## src/rtl/spi_rom_read_arbiter_if.sv

```systemverilog
// Request, read-data and SPI pin bundle shared by spi_rom_read_arbiter and its requesters.
interface spi_rom_read_arbiter_if #(
  parameter int unsigned LEN_W = 8
);
  logic             req0_valid;
  logic [23:0]      req0_addr;
  logic [LEN_W-1:0] req0_len;
  logic             req0_ready;
  logic             req1_valid;
  logic [23:0]      req1_addr;
  logic [LEN_W-1:0] req1_len;
  logic             req1_ready;
  logic             abort;
  logic [7:0]       rd_data;
  logic             rd_valid;
  logic             rd_id;
  logic             rd_last;
  logic             busy;
  logic             spi_cs;
  logic             spi_sclk;
  logic             spi_mosi;
  logic             spi_miso;

  modport slave (
    input  req0_valid, req0_addr, req0_len,
    output req0_ready,
    input  req1_valid, req1_addr, req1_len,
    output req1_ready,
    input  abort,
    output rd_data, rd_valid, rd_id, rd_last, busy,
    output spi_cs, spi_sclk, spi_mosi,
    input  spi_miso
  );

  modport master (
    output req0_valid, req0_addr, req0_len,
    input  req0_ready,
    output req1_valid, req1_addr, req1_len,
    input  req1_ready,
    output abort,
    input  rd_data, rd_valid, rd_id, rd_last, busy,
    input  spi_cs, spi_sclk, spi_mosi,
    output spi_miso
  );
endinterface

```

## src/rtl/spi_rom_read_arbiter.sv

```systemverilog
// Two-port arbiter + SPI READ sequencer for a shared flash ROM (port 0 has priority).
// Define FAST_READ_EN to use command 0x0B with an 8-bit dummy phase after the address.
module spi_rom_read_arbiter #(
  parameter int unsigned LEN_W  = 8,
  parameter int unsigned CS_GAP = 4
) (
  input  logic                         clk,
  input  logic                         reset,
  spi_rom_read_arbiter_if.slave        bus
);

`ifdef FAST_READ_EN
  localparam logic [7:0]  RD_CMD = 8'h0B;
  localparam int unsigned TX_W   = 40;
`else
  localparam logic [7:0]  RD_CMD = 8'h03;
  localparam int unsigned TX_W   = 32;
`endif
  localparam int unsigned TXR_W  = TX_W - 1;
  localparam int unsigned CNT_W  = LEN_W + 1;
  localparam int unsigned GAP_W  = $clog2(CS_GAP + 1);
  localparam int unsigned BIT_W  = 5;

  typedef enum logic [2:0] {
    S_IDLE,
    S_CMD,
    S_ADDR,
    S_DUMMY,
    S_DATA,
    S_GAP
  } state_e;

`ifdef FAST_READ_EN
  localparam state_e ADDR_NEXT = S_DUMMY;
`else
  localparam state_e ADDR_NEXT = S_DATA;
`endif

  state_e             state_q, state_d;
  logic [TXR_W-1:0]   tx_q, tx_d;
  logic [BIT_W-1:0]   bit_cnt_q, bit_cnt_d;
  logic [CNT_W-1:0]   byte_cnt_q, byte_cnt_d;
  logic [CNT_W-1:0]   len_q, len_d;
  logic               id_q, id_d;
  logic [6:0]         rx_q, rx_d;
  logic [GAP_W-1:0]   gap_cnt_q, gap_cnt_d;
  logic               cs_q, cs_d;
  logic               sclk_q, sclk_d;
  logic               mosi_q, mosi_d;
  logic [7:0]         rd_data_q, rd_data_d;
  logic               rd_valid_q, rd_valid_d;
  logic               rd_id_q, rd_id_d;
  logic               rd_last_q, rd_last_d;
  logic               busy_q, busy_d;

  logic               grant0_c;
  logic               grant1_c;
  logic [23:0]        req_addr_c;
  logic [LEN_W-1:0]   req_len_c;
  logic [BIT_W-1:0]   last_bit_c;
  logic               last_byte_c;

  // Arbitration is only open in IDLE; port 0 masks port 1.
  assign grant0_c    = (state_q == S_IDLE) & bus.req0_valid;
  assign grant1_c    = (state_q == S_IDLE) & bus.req1_valid & ~bus.req0_valid;
  assign req_addr_c  = grant0_c ? bus.req0_addr : bus.req1_addr;
  assign req_len_c   = grant0_c ? bus.req0_len  : bus.req1_len;
  assign last_bit_c  = (state_q == S_ADDR) ? BIT_W'(23) : BIT_W'(7);
  assign last_byte_c = ((byte_cnt_q + CNT_W'(1)) == len_q);

  assign bus.req0_ready = grant0_c;
  assign bus.req1_ready = grant1_c;
  assign bus.rd_data    = rd_data_q;
  assign bus.rd_valid   = rd_valid_q;
  assign bus.rd_id      = rd_id_q;
  assign bus.rd_last    = rd_last_q;
  assign bus.busy       = busy_q;
  assign bus.spi_cs     = cs_q;
  assign bus.spi_sclk   = sclk_q;
  assign bus.spi_mosi   = mosi_q;

  // Next-state / output logic: sclk_q low = low phase, high = high phase of the current bit.
  always_comb begin
    state_d    = state_q;
    tx_d       = tx_q;
    bit_cnt_d  = bit_cnt_q;
    byte_cnt_d = byte_cnt_q;
    len_d      = len_q;
    id_d       = id_q;
    rx_d       = rx_q;
    gap_cnt_d  = gap_cnt_q;
    cs_d       = cs_q;
    sclk_d     = sclk_q;
    mosi_d     = mosi_q;
    rd_data_d  = rd_data_q;
    rd_id_d    = rd_id_q;
    rd_valid_d = 1'b0;
    rd_last_d  = 1'b0;

    case (state_q)
      S_IDLE: begin
        if (grant0_c || grant1_c) begin
          state_d    = S_CMD;
          cs_d       = 1'b1;
          sclk_d     = 1'b0;
          mosi_d     = RD_CMD[7];
          tx_d       = TXR_W'({RD_CMD[6:0], req_addr_c}) << (TX_W - 32);
          bit_cnt_d  = '0;
          byte_cnt_d = '0;
          gap_cnt_d  = '0;
          id_d       = grant1_c;
          len_d      = (req_len_c == '0) ? {1'b1, LEN_W'(0)} : {1'b0, req_len_c};
        end
      end

      S_CMD, S_ADDR, S_DUMMY, S_DATA: begin
        if (bus.abort) begin
          state_d   = S_GAP;
          cs_d      = 1'b0;
          sclk_d    = 1'b0;
          mosi_d    = 1'b0;
          gap_cnt_d = '0;
        end else if (!sclk_q) begin
          sclk_d = 1'b1;
          if (state_q == S_DATA) begin
            rx_d = {rx_q[5:0], bus.spi_miso};
            if (bit_cnt_q == BIT_W'(7)) begin
              rd_valid_d = 1'b1;
              rd_data_d  = {rx_q, bus.spi_miso};
              rd_id_d    = id_q;
              rd_last_d  = last_byte_c;
            end
          end
        end else begin
          // Falling edge: advance the bit; MOSI only ever changes here.
          sclk_d    = 1'b0;
          mosi_d    = tx_q[TXR_W-1];
          tx_d      = tx_q << 1;
          bit_cnt_d = bit_cnt_q + BIT_W'(1);
          if (bit_cnt_q == last_bit_c) begin
            bit_cnt_d = '0;
            if (state_q == S_CMD) begin
              state_d = S_ADDR;
            end else if (state_q == S_ADDR) begin
              state_d = ADDR_NEXT;
            end else if (state_q == S_DUMMY) begin
              state_d = S_DATA;
            end else begin
              byte_cnt_d = byte_cnt_q + CNT_W'(1);
              if (last_byte_c) begin
                state_d   = S_GAP;
                cs_d      = 1'b0;
                mosi_d    = 1'b0;
                gap_cnt_d = '0;
              end
            end
          end
        end
      end

      S_GAP: begin
        if (gap_cnt_q == GAP_W'(CS_GAP - 1)) begin
          state_d = S_IDLE;
        end else begin
          gap_cnt_d = gap_cnt_q + GAP_W'(1);
        end
      end

      default: begin
        state_d = S_IDLE;
        cs_d    = 1'b0;
        sclk_d  = 1'b0;
        mosi_d  = 1'b0;
      end
    endcase

    busy_d = (state_d != S_IDLE);
  end

  always_ff @(posedge clk or posedge reset) begin
    if (reset) begin
      state_q    <= S_IDLE;
      tx_q       <= '0;
      bit_cnt_q  <= '0;
      byte_cnt_q <= '0;
      len_q      <= '0;
      id_q       <= 1'b0;
      rx_q       <= '0;
      gap_cnt_q  <= '0;
      cs_q       <= 1'b0;
      sclk_q     <= 1'b0;
      mosi_q     <= 1'b0;
      rd_data_q  <= '0;
      rd_valid_q <= 1'b0;
      rd_id_q    <= 1'b0;
      rd_last_q  <= 1'b0;
      busy_q     <= 1'b0;
    end else begin
      state_q    <= state_d;
      tx_q       <= tx_d;
      bit_cnt_q  <= bit_cnt_d;
      byte_cnt_q <= byte_cnt_d;
      len_q      <= len_d;
      id_q       <= id_d;
      rx_q       <= rx_d;
      gap_cnt_q  <= gap_cnt_d;
      cs_q       <= cs_d;
      sclk_q     <= sclk_d;
      mosi_q     <= mosi_d;
      rd_data_q  <= rd_data_d;
      rd_valid_q <= rd_valid_d;
      rd_id_q    <= rd_id_d;
      rd_last_q  <= rd_last_d;
      busy_q     <= busy_d;
    end
  end

endmodule

```

## src/flat_wrapper.sv

```systemverilog
// flat-port wrapper written by rule: the top's interface ports become plain ports
module spi_rom_read_arbiter_flat 
#(
  parameter int unsigned LEN_W  = 8,
  parameter int unsigned CS_GAP = 4
)
  (clk, reset, bus_req0_valid, bus_req0_addr, bus_req0_len, bus_req0_ready, bus_req1_valid, bus_req1_addr, bus_req1_len, bus_req1_ready, bus_abort, bus_rd_data, bus_rd_valid, bus_rd_id, bus_rd_last, bus_busy, bus_spi_cs, bus_spi_sclk, bus_spi_mosi, bus_spi_miso);
  spi_rom_read_arbiter_if #(.LEN_W(LEN_W)) bus_i ();
  input  logic clk;
  input  logic reset;
  input wire logic [$bits(bus_i.req0_valid)-1:0] bus_req0_valid;
  input wire logic [$bits(bus_i.req0_addr)-1:0] bus_req0_addr;
  input wire logic [$bits(bus_i.req0_len)-1:0] bus_req0_len;
  output wire logic [$bits(bus_i.req0_ready)-1:0] bus_req0_ready;
  input wire logic [$bits(bus_i.req1_valid)-1:0] bus_req1_valid;
  input wire logic [$bits(bus_i.req1_addr)-1:0] bus_req1_addr;
  input wire logic [$bits(bus_i.req1_len)-1:0] bus_req1_len;
  output wire logic [$bits(bus_i.req1_ready)-1:0] bus_req1_ready;
  input wire logic [$bits(bus_i.abort)-1:0] bus_abort;
  output wire logic [$bits(bus_i.rd_data)-1:0] bus_rd_data;
  output wire logic [$bits(bus_i.rd_valid)-1:0] bus_rd_valid;
  output wire logic [$bits(bus_i.rd_id)-1:0] bus_rd_id;
  output wire logic [$bits(bus_i.rd_last)-1:0] bus_rd_last;
  output wire logic [$bits(bus_i.busy)-1:0] bus_busy;
  output wire logic [$bits(bus_i.spi_cs)-1:0] bus_spi_cs;
  output wire logic [$bits(bus_i.spi_sclk)-1:0] bus_spi_sclk;
  output wire logic [$bits(bus_i.spi_mosi)-1:0] bus_spi_mosi;
  input wire logic [$bits(bus_i.spi_miso)-1:0] bus_spi_miso;
  assign bus_i.req0_valid = bus_req0_valid;
  assign bus_i.req0_addr = bus_req0_addr;
  assign bus_i.req0_len = bus_req0_len;
  assign bus_req0_ready = bus_i.req0_ready;
  assign bus_i.req1_valid = bus_req1_valid;
  assign bus_i.req1_addr = bus_req1_addr;
  assign bus_i.req1_len = bus_req1_len;
  assign bus_req1_ready = bus_i.req1_ready;
  assign bus_i.abort = bus_abort;
  assign bus_rd_data = bus_i.rd_data;
  assign bus_rd_valid = bus_i.rd_valid;
  assign bus_rd_id = bus_i.rd_id;
  assign bus_rd_last = bus_i.rd_last;
  assign bus_busy = bus_i.busy;
  assign bus_spi_cs = bus_i.spi_cs;
  assign bus_spi_sclk = bus_i.spi_sclk;
  assign bus_spi_mosi = bus_i.spi_mosi;
  assign bus_i.spi_miso = bus_spi_miso;
  spi_rom_read_arbiter #(.LEN_W(LEN_W), .CS_GAP(CS_GAP)) u_core (.clk(clk), .reset(reset), .bus(bus_i));
endmodule
```

## config.mk

```make
export PLATFORM = sky130hd
export DESIGN_NAME = spi_rom_read_arbiter_flat
export DESIGN_NICKNAME = d
export VERILOG_FILES = /design/src/rtl/spi_rom_read_arbiter_if.sv /design/src/rtl/spi_rom_read_arbiter.sv /design/src/flat_wrapper.sv
export SDC_FILE = /design/constraint.sdc
export NUM_CORES = 1
export LEC_CHECK = 0
export ABC_AREA = 1
export CAP_MARGIN = 30
export CORE_MARGIN = 3
export CORE_UTILIZATION = 47
export DETAILED_ROUTE_END_ITERATION = 7
export GPL_TIMING_DRIVEN = 1
export PLACE_DENSITY = 0.77
export SYNTH_ARGS = -nofsm -noshare
export SYNTH_HDL_FRONTEND = slang
export SYNTH_SLANG_ARGS = --single-unit
```

## constraint.sdc

```tcl
create_clock -name clk -period 2.45 [get_ports clk]
set_input_delay 0.49 -clock clk [delete_from_list [all_inputs] [get_ports clk]]
set_output_delay 0.49 -clock clk [all_outputs]
set_load 0.02 [all_outputs]
```

==> results of run 1 <==
-- power groups by stage --
stage / combinational, mW / clock [mW] / sequential [mW]
after floorplan: 2.12 / 0 / 2.13
after global placement: 2.66 / 0 / 2.16
after detailed placement: 2.73 / 0 / 2.18
after CTS: 2.75 / 0.929 / 2.16
after global routing: 3.14 / 0.981 / 2.22
final: 2.73 / 0.897 / 2.16
-- layout by cell type, fill, tap and decap left out, types with 4 or more instances in the layout --
cell,n
buf_4,9
clkdlybuf4s50_1,84
mux2i_1,6
nand3_1,32
a21oi_1,4
o21ai_1,4
o21ai_0,85
nor2_1,49
clkbuf_8,11
dfrtp_1,83
nand4_1,7
nor2_2,6
inv_1,70
o22ai_1,25
ha_1,4
nand2_1,133
-- worst min-delay path, stage by stage, from the launching register on --
cell and delay, ps:
dfrtp_1 350, nand2_1 50, nand2_1 50
-- final cells by class --
class | instances | area [um2]
sequential | 83 | 2080
multi-input combinational | 385 | 1930
inverter | 75 | 285
timing repair buffer | 98 | 990
clock buffer | 12 | 155
fill | 780 | 3330
clock inverter | 4 | 25.0
tap | 108 | 135
-- layer usage --
metal	up-vias	GRT usage (%)
met2	100	33.3
met5	-	0
met1	1837	26.0
met3	12	3.32
met4	0	8.86
li1	2019	-
-- repair_timing --
item | CTS | global route
setup endpoints to repair | 1 | 1
resized for setup | 1 | 1
pin swaps | 0 | 0
-- flip-flops by register name, indices dropped and copies added (netlist names), 3 cells and up --
| signal | cells |
|---|---|
| u_core.bit_cnt_q | 5 |
| u_core.bus.rd_data | 8 |
| u_core.byte_cnt_q | 9 |
| u_core.gap_cnt_q | 3 |
| u_core.len_q | 9 |
| u_core.rx_q | 7 |
| u_core.state_q | 3 |
| u_core.tx_q | 31 |
-- final timing paths --
kind                                       from  slack [ps]  cells after the start                  end
setup / recovery           u_core.byte_cnt_q[0]         260                     13  u_core.gap_cnt_q[2]
hold / removal                  u_core.tx_q[24]         480                      2      u_core.tx_q[24]
setup reg to reg           u_core.byte_cnt_q[0]         260                     13  u_core.gap_cnt_q[2]
hold reg to reg                 u_core.tx_q[24]         480                      2      u_core.tx_q[24]
max in group asynchronous                 reset        1320                      3       u_core.rx_q[4]
min in group asynchronous                 reset         580                      2      u_core.tx_q[12]
-- kinds of logic after synthesis --
group | Yosys count
xor gates and xnor gates | 3
and+or+nand+nor | 247
buffers and inverters | 100
AOI/OAI and AO/OA | 125
DFF | 83
muxes | 6
adders and majority gates | 4
-- through the flow --
step | hold WS [ps] | instance area (um2) | utilization, % | power (mW)
after floorplan | 437 | 4430 | - | 4.25
after global placement | 451 | 5420 | 60.7 | 4.82
after detailed placement | 458 | 5420 | 60.7 | 4.91
after CTS | 478 | 5600 | 62.7 | 5.83
after global routing | 503 | 5600 | 62.7 | 6.33
final | 478 | 5600 | 62.7 | 5.79
==> reports/qor.yml, run 1 <==
worst_slack_ps: 256
dpl.cell_count: 749
portBuffers: 86
hold_viol: 0
crit_chain: "ha_1, nand2_2, o21ai_0, nand3b_1, nand2_1, nand2_1, nor2_2, nand3_2, o21ai_2, nand2_2, clkinv_1, nand2_1, o21ai_0"
hp-class: "flip-flop to flip-flop"
die_area_mm2: 0.0106
grt_usage_pct: 20.1
cts_tree: "done"
num_vias: 3968
antenna_found_initial: 0
wl_per_cell_um: 13.0
path_common_cell: "nand2_1"
h-tree-depth: 3
synth_mux_area_share_pct: 1.36
max_freq_ghz: 0.456
ys_warn_count: 0
highest_layer: "met4"
arrival_ps: 2460
dr_wl_met3_um: 423
status: "complete, no violations"
powerDensity_mw_per_mm2: 1030
p_switching_mw: 2.51
drc_errors: 0
report.final.slew_viol_count: 0
grt_max_degree: 45
start_util_pct: 49.5
pwr-share-seq_pct: 37.3
yosys.cell_count.top_type: "nand2_1"
avgViaCountPerCell: 5.19
period_share_pct: 89.6
async_reset_ff_share_pct: 100
die_w_um: 103
path_clk_slew_ps: 80
combPwrFrac_pct: 47.2
syn-mean-instance-area_um2: 7.79
yosys_register_bits: 83
routed-wl-met2_mm: 4.84
dpl.hpwl_mm: 7.42
synth.distinct_cells: 38
synth_top_family_by_area: "simple AND/OR/NAND/NOR gates"
antenna_cells: 0
critPathBufInv: 1
crit_path_max_incr_delay_ps: 420
synthesis.area_mm2: 0.00442
tns_ps: 0
start_kind: "flip-flop"
p_int_mw: 3.28
synth-simple-area-share_pct: 24.8
coreArea_mm2: 0.00893
globalplace.congestion: 0.866
clockBufferDepth: 2
grt.overflow.total: 0
clock_latency_ps: 350
synth_area_leaders: "dfrtp_1 47%, nand2_1 11%, o21ai_0 9.6%"
antenna_left: 0
syn_inst: 568
grt_first_pass_wirelength_mm: 17.0
syn2layout_area_growth_pct: 26.6
cp-end-kind: "flip-flop"
path_delay_family: "simple AND/OR/NAND/NOR gates"
cts_setup_buffers: 0
p_sw_share_pct: 43.3
grt_pass1_vias: 3947
power.share.clock_pct: 15.5
skew_ps: 7.23
die_h_um: 103
p_leak_nw: 2.64
pin_count: 87
dpl_worst_slack_ps: 76.5
wl_met1_mm: 4.50
synth_area_leader_cell: "dfrtp_1"
yosys-top-cells-count: "133 x nand2_1, 85 x o21ai_0, 83 x dfrtp_1"
setup_viol: 0
cts.root.buffer_cell: "clkbuf_8"
final_nets: 726
worst_pin_slew_ps: 636
cp_max_fo: 6
firstDrtPassIters: 5
postRouteWirelength_mm: 9.93
cts_inserted_buffers: 9
cts_sinks: 83
rows: 34
synth_fp_nets: 642
drv_cap: 0
yosysSeqAreaShare_pct: 47.0
synth_compound_area_share_pct: 15.8
synth_edf_count: 0
rsz0062_at_grt: "no"
slew_headroom_pct: 57.5
synth_top_area_share_pct: 47.0
ir_drop_mv: 0.443
first_iter_violations: 142
cp_slowest_cell: "dfrtp_1"
finalNonFillerCells: 765
synth_ff_type: "dfrtp_1"
path_class: "flip-flop to flip-flop"
synth_fa_ha_area_share_pct: 1.13
layout_min_cycle_time_ps: 2190
ctsHoldBuffers: 0
layout-drive-gt1-share_pct: 7.91
synth-xor-area-share_pct: 0.594
critical_path_required_ps: 2710
Power figures use the tool's default switching activity.
==> run 2, diff against run 1 <==
--- a/config.mk
+++ b/config.mk
@@ -7,9 +7,9 @@
 export LEC_CHECK = 0
 export ABC_AREA = 1
 export CAP_MARGIN = 30
-export CORE_MARGIN = 3
 export CORE_UTILIZATION = 47
 export DETAILED_ROUTE_END_ITERATION = 7
+export GPL_ROUTABILITY_DRIVEN = 0
 export GPL_TIMING_DRIVEN = 1
 export PLACE_DENSITY = 0.77
 export SYNTH_ARGS = -nofsm -noshare
==> run 2 against run 1 <==
Net effect:
- utilization decreased by 1.7 points
- critical path depth fell by 7
- worst hold slack worse by 10 ps
- clock power increased by 22%
- die area fell by 7.6%
- setup slack got worse by 7.8 ps
- first-iteration DRC count rose by 50%
- fmax decreased by 0.36%
- final cell count shrank 0.13%
- clock skew up 6.1 ps
==> reports/qor.yml, run 2 (synthesis results as in run 1) <==
drc_errors: 0
layout_commonest_cell: "nand2_1"
fin_total_pwr_mw: 6.02
portBuffers: 86
avgViaCountPerCell: 5.19
first_iter_violations: 213
clock_latency_ps: 350
final_nets: 723
crit_path_max_incr_delay_ps: 420
arrival_ps: 1710
grt.overflow.total: 0
p_sw_share_pct: 42.3
slew_headroom_pct: 69.5
die_h_um: 99.0
antenna_found_initial: 0
grt_pass1_vias: 3787
cp-end-kind: "output pin"
final_cell_mix: "133 x nand2_1, 85 x o21ai_0, 84 x clkdlybuf4s50_1"
layout_min_cycle_time_ps: 2200
cp_max_fo: 3
cts_inserted_buffers: 9
cp_slowest_cell: "dfrtp_1"
p_leak_nw: 2.63
layout-drive-gt1-share_pct: 7.50
ir_drop_mv: 0.506
use_met3_pct: 4.11
design_area_mm2: 0.00561
firstDrtPassIters: 4
num_vias: 3962
status: "complete, no violations"
combPwrFrac_pct: 46.2
gr-max-usage-layer: "met2"
crit_chain: "nor2_2, inv_2, nor2_4, nand2_1, nor2_2, dlygate4sd2_1"
clockBufferDepth: 2
die_w_um: 99.0
max_freq_ghz: 0.454
start_util_pct: 48.1
cts_setup_buffers: 0
fillers: 764
seq_area_mm2: 0.00208
antenna_left: 0
report.final.slew_viol_count: 0
multi_input_area_mm2: 0.00193
p_switching_mw: 2.55
start_kind: "flip-flop"
rows: 35
hold_viol: 0
rsz0062_at_grt: "no"
met1_usage_pct: 27.3
largest_reg_flops: 31
powerDensity_mw_per_mm2: 1070
wl_per_cell_um: 12.8
tns_ps: 0
critical_path_required_ps: 1960
syn2layout_area_growth_pct: 26.9
reg_top3: "u_core.tx_q: 31 flops, u_core.byte_cnt_q: 9 flops, u_core.len_q: 9 flops"
grt_first_pass_wirelength_mm: 16.7
path_class: "flip-flop to output pin"
top_register: "u_core.tx_q"
antenna_cells: 0
grt_usage_pct: 21.4
grt_max_degree: 84
cts_tree: "done"
setup_viol: 0
cts.root.buffer_cell: "clkbuf_8"
p_int_mw: 3.47
coreArea_mm2: 0.00920
use_met2_pct: 36.3
cts_sinks: 83
die_area_mm2: 0.00980
dpl.hpwl_mm: 7.05
postRouteWirelength_mm: 9.76
skew_ps: 13.3
path_clk_slew_ps: 90
pin_count: 87
ctsHoldBuffers: 0
power.share.clock_pct: 18.0
period_share_pct: 89.9
hp-class: "flip-flop to flip-flop"
h-tree-depth: 3
drv_cap: 0
pwr-share-seq_pct: 35.8
worst_pin_slew_ps: 457
placed_area_mm2: 0.00540
path_common_cell: "nor2_2"
-- run 2: cell types whose count changed in the layout (fill, tap and decap cells not counted), sizes merged --
cell,before,now
buf,12,9
bufinv,0,2
clkbuf,12,10
clkinvlp,3,2
dlygate4sd2,1,2
dlymetal6s2s,1,0
-- run 2: critical path: cells and delay by family (launching register included) --
| family | cells | cell delay (ps) |
|---|---|---|
| simple gates | 4 | 500 |
| buf+inv | 2 | 430 |
| flops | 1 | 420 |
-- run 2: layout make-up --
| class | count | share of cell area, % |
|---|---|---|
| multi-input cells | 385 | 34.4 |
| well taps | 111 | 2.47 |
| flip-flops and latches | 83 | 37.0 |
| inverters | 75 | 5.08 |
| repair buffers | 95 | 17.2 |
| clock buffers | 10 | 2.45 |
| clock inverters | 5 | 1.38 |
-- run 2: final timing paths --
| path | start | end | slack, ps | depth (start not counted) |
|---|---|---|---|---|
| worst max-delay path | u_core.state_q[1] | bus_req1_ready | 250 | 6 |
| worst min-delay path | u_core.tx_q[24] | u_core.tx_q[24] | 470 | 2 |
| worst max register to register | u_core.byte_cnt_q[0] | u_core.gap_cnt_q[2] | 280 | 12 |
| worst min register to register | u_core.tx_q[24] | u_core.tx_q[24] | 470 | 2 |
| max in group asynchronous | reset | u_core.byte_cnt_q[6] | 1490 | 3 |
| min in group asynchronous | reset | u_core.len_q[0] | 610 | 3 |
-- run 2: per-layer routing --
| metal | wire [um] | up-vias |
|---|---|---|
| li1 | - | 2009 |
| met1 | 4470 | 1852 |
| met2 | 4770 | 91 |
| met3 | 396 | 10 |
| met4 | 125 | 0 |
| met5 | 0 | - |
-- run 2: stage by stage --
| step | hold WS (ps) | std cells | utilization (%) | setup WS [ps] |
|---|---|---|---|---|
| 2_1_floorplan | 437 | 568 | - | 631 |
| 6_report | 468 | 764 | 61.0 | 248 |
| 4_1_cts | 472 | 764 | 61.0 | 222 |
| 3_3_place_gp | 454 | 749 | 58.7 | 130 |
| 5_1_grt | 498 | 764 | 61.0 | 86.0 |
| 3_5_place_dp | 453 | 749 | 58.7 | 137 |
-- run 2: power groups by stage --
stage	registers (mW)	logic, mW	clock network, mW
final	2.16	2.78	1.09
after global routing	2.22	3.15	1.16
after CTS	2.15	2.78	1.11
after detailed placement	2.18	2.78	0
after global placement	2.16	2.68	0
after floorplan	2.13	2.12	0
-- run 2: what timing repair did --
| item | 4_1_cts | 5_1_grt |
|---|---|---|
| hold endpoints to repair | 0 | 0 |
| resized for setup | 2 | 0 |
| endpoints found under the setup margin | 2 | 0 |
